==> src/rtl/tester_flags_pkg.sv <==
// tester_flags_pkg: jump-class and condition-select encodings shared by the branch unit
package tester_flags_pkg;
   localparam logic [2:0] JF        = 3'b000;
   localparam logic [2:0] JT        = 3'b001;
   localparam logic [2:0] JMP       = 3'b010;
   localparam logic [2:0] JAL       = 3'b011;
   localparam logic [2:0] JR        = 3'b100;
   localparam logic [2:0] NOJ       = 3'b111;
   localparam logic [2:0] C_TRUE    = 3'd0;
   localparam logic [2:0] C_NEG     = 3'd1;
   localparam logic [2:0] C_ZERO    = 3'd2;
   localparam logic [2:0] C_CARRY   = 3'd4;
   localparam logic [2:0] C_NEGZERO = 3'd5;
   localparam logic [2:0] C_OVF     = 3'd7;
endpackage

==> src/rtl/tester_flags_cond_eval.sv <==
// tf_cond_eval: selects one flag condition; unused cond codes evaluate false
import tester_flags_pkg::*;
module tf_cond_eval (
   input  logic       O,
   input  logic       S,
   input  logic       C,
   input  logic       Z,
   input  logic [2:0] cond,
   output logic       c
);
   always_comb begin
      case (cond)
         C_TRUE:    c = 1'b1;
         C_NEG:     c = S;
         C_ZERO:    c = Z;
         C_CARRY:   c = C;
         C_NEGZERO: c = S & Z;
         C_OVF:     c = O;
         default:   c = 1'b0;
      endcase
   end
endmodule

==> src/rtl/tester_flags.sv <==
// tester_flags: active-low jump select to the PC-source mux, plus a registered copy
import tester_flags_pkg::*;
module tester_flags (
   input  logic       clk,
   input  logic       rst,
   input  logic       O,
   input  logic       S,
   input  logic       C,
   input  logic       Z,
   input  logic [2:0] cond,
   input  logic [2:0] OP_TF,
   output logic       out,
   output logic       out_q
);
   logic c;
   logic out_d;
   tf_cond_eval u_cond (.O(O), .S(S), .C(C), .Z(Z), .cond(cond), .c(c));
   // unconditional and no-jump classes never look at c, so unknown flags cannot leak through
   always_comb begin
      case (OP_TF)
         JF:           out = c;
         JT:           out = ~c;
         JMP, JAL, JR: out = 1'b0;
         NOJ:          out = 1'b1;
         default:      out = 1'b1;
      endcase
      out_d = out;
   end
   always_ff @(posedge clk) begin
      if (rst) out_q <= 1'b1;
      else     out_q <= out_d;
   end
endmodule

==> config.mk <==
export PLATFORM = sky130hd
export DESIGN_NAME = tester_flags
export DESIGN_NICKNAME = d
export VERILOG_FILES = /design/src/rtl/tester_flags_pkg.sv /design/src/rtl/tester_flags_cond_eval.sv /design/src/rtl/tester_flags.sv
export SDC_FILE = /design/constraint.sdc
export NUM_CORES = 1
export LEC_CHECK = 0
export BUFFER_PORTS_ARGS = -buffer_cell sky130_fd_sc_hd__buf_2
export CAP_MARGIN = 30
export CELL_PAD_IN_SITES_DETAIL_PLACEMENT = 1
export CELL_PAD_IN_SITES_GLOBAL_PLACEMENT = 2
export CORE_AREA = 2 2 39 41
export CTS_CLUSTER_SIZE = 24
export DETAILED_ROUTE_END_ITERATION = 10
export DIE_AREA = 0 0 41 43
export MAX_ROUTING_LAYER = met4
export PLACE_DENSITY_LB_ADDON = 0.1
export RECOVER_POWER = 100
export SYNTH_ARGS = -nofsm -noshare
export SYNTH_HDL_FRONTEND = slang
export SYNTH_SLANG_ARGS = --single-unit
==> constraint.sdc <==
create_clock -name clk -period 2.5 [get_ports clk]
set_input_delay 0.375 -clock clk [delete_from_list [all_inputs] [get_ports clk]]
set_output_delay 0.375 -clock clk [all_outputs]
set_load 0.005 [all_outputs]
==> summary.txt, run 1 <==
Cells and area
  • Fillers: between 150 and 200
  • Layout cells sized above 1: 55.2%
  • # nets final: 43
  • Antenna cells: 0
  • Post-layout util: 15.8%
  • Largest regs: out_q: 1 flops
  • Register Area: about 20 um2
  • Synthesis-to-finish area growth: 62.0%
  • Post-route cell area: 219 um2
  • Multi-input logic area: 100 um2
  • Largest register FFs: 1
  • Reg with most FFs: out_q

Yosys
  • Post-synth net total: 28
  • Post-synthesis sequential area ratio: between 10% and 20%
  • Top cells by area, synth: dfxtp_1, o311ai_2, inv_1
  • Area leader, netlist: dfxtp_1
  • Seq cells post-synth: 1
  • Avg Inst Size Synth: 8.45 um2
  • Main synth FF type: dfxtp_1
  • Syn Inst Count: 16
  • Mapped Area: 135 um2
  • Count leader, synth: inv_1
  • Synth warn: 0
  • Yosys top cell area share: 14.8%
  • Number of synthesized flops with an enable pin: 0
  • Synth cell types: 13
  • Asr flop ratio synth: 0%

STA
  • Clock period minus worst slack: around 1.7 ns
  • Setup TNS: 0 ns
  • Setup violations, final: 0
  • Worst-margin pin slew: 0.293 ns
  • Slew Viols, Final: 0
  • Hold Vio Cnt, Final: 0
  • Max-Slew Margin vs Limit: between 80% and 90%
  • Fmax: approximately 0.57 GHz
  • Final period util: 69.7%
  • Setup ws final: 0.759 ns
  • RSZ-0062 raised after global routing: no

Routing
  • DRC: 0
  • DRT Pass-1 Iters: 4
  • Initial DRC count: 1
  • DR vias: 161
  • WL/cell: 8.27 um
  • Vias per cell: 3.58
  • WL final: about 370 um
  • Antenna Violating Nets Remaining: 0

Global routing
  • Total global routing overflow: 0
  • Number of global-route vias before repair: about 170
  • First-pass GRT wire length: 648 um
  • GRT Overall Usage: 4.81%
  • Antenna violations before repair: 0
  • Pin count of the biggest net entering global routing: 5

Worst setup path
  • WP buf/inv: 2
  • CP Class: in2out
  • Worst-path fanout max: 3
  • Critical path's largest stage delay: around 0.23 ns
  • Slowest CP cell: o311ai_2
  • Critical Path End Type: output pin
  • CP Data Arrival Time: 1.37 ns
  • Crit start category: input port
  • CP top delay family: compound AO/OA/AOI/OAI gates
  • Crit-path most repeated cell: buf_2
  • Crit path required time: between 2 and 2.5 ns
  • Sequence of cells on the critical path: buf_2 -> nor2b_1 -> o311ai_2 -> a21boi_0 -> nor3_1 -> buf_2

Worst hold path
  • HP Class: in2reg

Clock tree
  • Cts repair resizes: 0
  • CTS clk-pin slew, worst paths: 0 ns
  • Post-CTS setup buffers: 0
  • CTS Hold Bufs: 0

Pwr
  • Leak: 0.108 nW
  • VDD IR-drop max: 0.0335 mV
  • P per Cell Area: between 200 and 250 nW/um2

Placed design
  • Placed instance area: 220 um2
  • GPL Wtd Cong: 0.640
  • Place WS: a little under 0.8 ns
  • Final HPWL DP: 360 um
  • IO Port Bufs: 13

Floorplanning
  • Die H: ~43 um
  • Core ar.: 1380 um2
  • Total Die Area: 1760 um2
  • Num rows: 14
  • Io pins: 14
  • Initial core utilization: under 10%
  • Chip width: 41 um

Status
  • Status: finished clean

Run
  • Max Cap Viol: 0
-- power by group --
group	internal, W	switching [W]
sequential	0.0000177	0.000000255
clock	0	0
combinational	0.0000154	0.0000126
-- worst paths after layout --
path,start,end,depth (start not counted)
worst max-delay path,cond[2],out,6
worst min-delay path,rst,out_q,3
-- layout by cell type, fill, tap and decap left out --
cell      synthesis  routed
o311ai_2          1       1
and4b_1           1       1
mux2_2            1       1
clkbuf_1          0       1
nor3_1            1       1
a21boi_0          0       1
and2b_1           1       1
nor2_1            1       1
nand3_1           1       1
o31ai_2           1       1
nor2b_1           1       1
o221ai_2          1       1
buf_2             0      12
dfxtp_1           1       1
inv_1             4       4
-- layer usage --
metal / vias up / track usage, % / wire, um
met4: 0 / 0 / 0
met2: 5 / 9.06 / 204
li1: 84 / - / -
met3: 0 / 0 / 31
met1: 72 / 5.70 / 136
met5: - / - / 0
-- cell type report --
cell class                 count  area share (%)
timing repair buffer          13            29.1
tap                           16            9.14
multi-input combinational     11            45.7
inverter                       4            6.86
sequential                     1            9.14
-- logic make-up (layout without fill, tap and decap cells) --
logic type,count (synthesis),in the layout,share of synthesized area [%]
multiplexers,1,1,8.33
AND/OR/NAND/NOR,6,6,27.8
flip-flops,1,1,14.8
AO/OA/AOI/OAI,4,4,38.0
buffers and inverters,4,17,11.1
-- through the flow --
stage / total power (W) / hold slack [ns] / instances
after floorplan: 0.0000317 / 0.473 / 16
after global placement: 0.0000467 / 0.561 / 45
after detailed placement: 0.0000474 / 0.566 / 45
after CTS: 0.0000475 / 0.568 / 45
after global routing: 0.0000498 / 0.589 / 45
final: 0.0000460 / 0.564 / 45
-- worst min-delay path, cell delays in order --
cell	delay, ns
buf_2	0.08
inv_1	0.04
o31ai_2	0.04
No activity file was read; power rests on OpenSTA's default activity.
==> inputs of run 2 (changes only) <==
clock period = 1.8 ns   (was 2.5 ns; I/O delays follow)
==> summary.txt, run 2 (same netlist as run 1, synthesis figures left out) <==
Worst setup path
  • CP Class: in2out
  • Slowest CP cell: o311ai_2
  • Critical path's largest stage delay: 0.25 ns
  • Critical Path End Type: output pin
  • Crit-path most repeated cell: buf_2
  • Crit start category: input port
  • CP startpoint: cond[2]
  • CP Data Arrival Time: 1.29 ns
  • CP top delay family: compound AO/OA/AOI/OAI gates
  • Worst-path fanout max: 3
  • Crit path required time: between 1.5 and 2 ns
  • WP buf/inv: 2
  • Sequence of cells on the critical path: buf_2 -> nor2b_1 -> o311ai_2 -> a21boi_0 -> nor3_1 -> buf_2

Global routing
  • GR Util met2: 9.69%
  • GRT Overall Usage: ~4.6%
  • Number of global-route vias before repair: 159
  • GRT Max-Usage Layer: met2
  • GR Util met1: 4.43%
  • Total global routing overflow: 0
  • Pin count of the biggest net entering global routing: 5
  • First-pass GRT wire length: 600 um
  • Met3 usage: 0%
  • Antenna violations before repair: 0

Routing
  • DRC: 0
  • Vias per cell: 3.53
  • WL/cell: around 8 um
  • Initial DRC count: 0
  • WL final: 363 um
  • DR vias: 159
  • DRT Pass-1 Iters: 1
  • Antenna Violating Nets Remaining: 0

Floorplanning
  • Initial core utilization: 9.76%
  • Core ar.: 1380 um2
  • Io pins: 14
  • Num rows: 14
  • Chip width: 41 um
  • Total Die Area: 1760 um2
  • Die H: 43 um

STA
  • Fmax: 0.641 GHz
  • Max-Slew Margin vs Limit: 79.7%
  • Final period util: 86.7%
  • Worst-margin pin slew: 0.301 ns
  • Clock period minus worst slack: 1.56 ns
  • Hold Vio Cnt, Final: 0
  • Slew Viols, Final: 0
  • Setup TNS: 0 ns
  • RSZ-0062 raised after global routing: no
  • Setup violations, final: 0

Clock tree
  • CTS Hold Bufs: 0
  • Cts repair resizes: 0
  • Post-CTS setup buffers: 0
  • CTS clk-pin slew, worst paths: 0 ns

Cells and area
  • Largest register FFs: 1
  • Largest regs: out_q: 1 flops
  • Synthesis-to-finish area growth: 62.0%
  • Most frequent cells in the layout: buf_2, inv_1
  • Most common cell after layout, fill and taps aside: buf_2
  • Layout cells sized above 1: 55.2%
  • Antenna cells: 0
  • Reg with most FFs: out_q
  • # nets final: 43
  • Post-layout util: between 10% and 20%

Run
  • Max Cap Viol: 0

Worst hold path
  • Hold path startpoint: rst
  • HP Class: in2reg

Placed design
  • GPL Wtd Cong: 0.641
  • IO Port Bufs: 13

Pwr
  • P per Cell Area: 292 nW/um2
  • Leak: between 0.1 and 0.15 nW
  • VDD IR-drop max: 0.0438 mV

Status
  • Status: finished clean
## run 2: path summary, 6_finish.rpt
kind	endpoint	depth (start not counted)
max	out	6
min	out_q	3
## run 2: per-layer routing
| metal | part of all wire (%) | wire length [um] |
|---|---|---|
| met1 | 38 | 138 |
| met2 | 55 | 201 |
| met3 | 6.6 | 24 |
| met4 | 0 | 0 |
| met5 | 0 | 0 |
## run 2: worst min-delay path, cell delays in order
cell and delay [ns]:
buf_2 0.07, inv_1 0.04, o31ai_2 0.05
## run 2: final cells by class
| cell class | count | area (um2) |
|---|---|---|
| Inverter | 4 | 15.0 |
| Fill cell | 161 | 1160 |
| Sequential cell | 1 | 20.0 |
| Timing Repair Buffer | 13 | 63.8 |
| Tap cell | 16 | 20.0 |
| Multi-Input combinational cell | 11 | 100 |
## run 2: where the power goes
group / switching, W / leakage (nW) / internal, W
Clock: 0 / 0 / 0
Sequential: 0.000000406 / 0.00837 / 0.0000246
Combinational: 0.0000175 / 0.0996 / 0.0000215
Total: 0.0000179 / 0.108 / 0.0000460
## run 2: metrics by stage
| stage | worst slack, ns | std cells | power, W | instance area, um2 | hold slack (ns) |
|---|---|---|---|---|---|
| final | 0.239 | 45 | 0.0000639 | 219 | 0.463 |
| after CTS | 0.257 | 45 | 0.0000655 | 220 | 0.466 |
| after global routing | 0.144 | 45 | 0.0000693 | 219 | 0.488 |
| after floorplan | 0.577 | 16 | 0.0000441 | 135 | 0.368 |
| after global placement | 0.271 | 45 | 0.0000649 | 220 | 0.456 |
| after detailed placement | 0.265 | 45 | 0.0000652 | 220 | 0.464 |
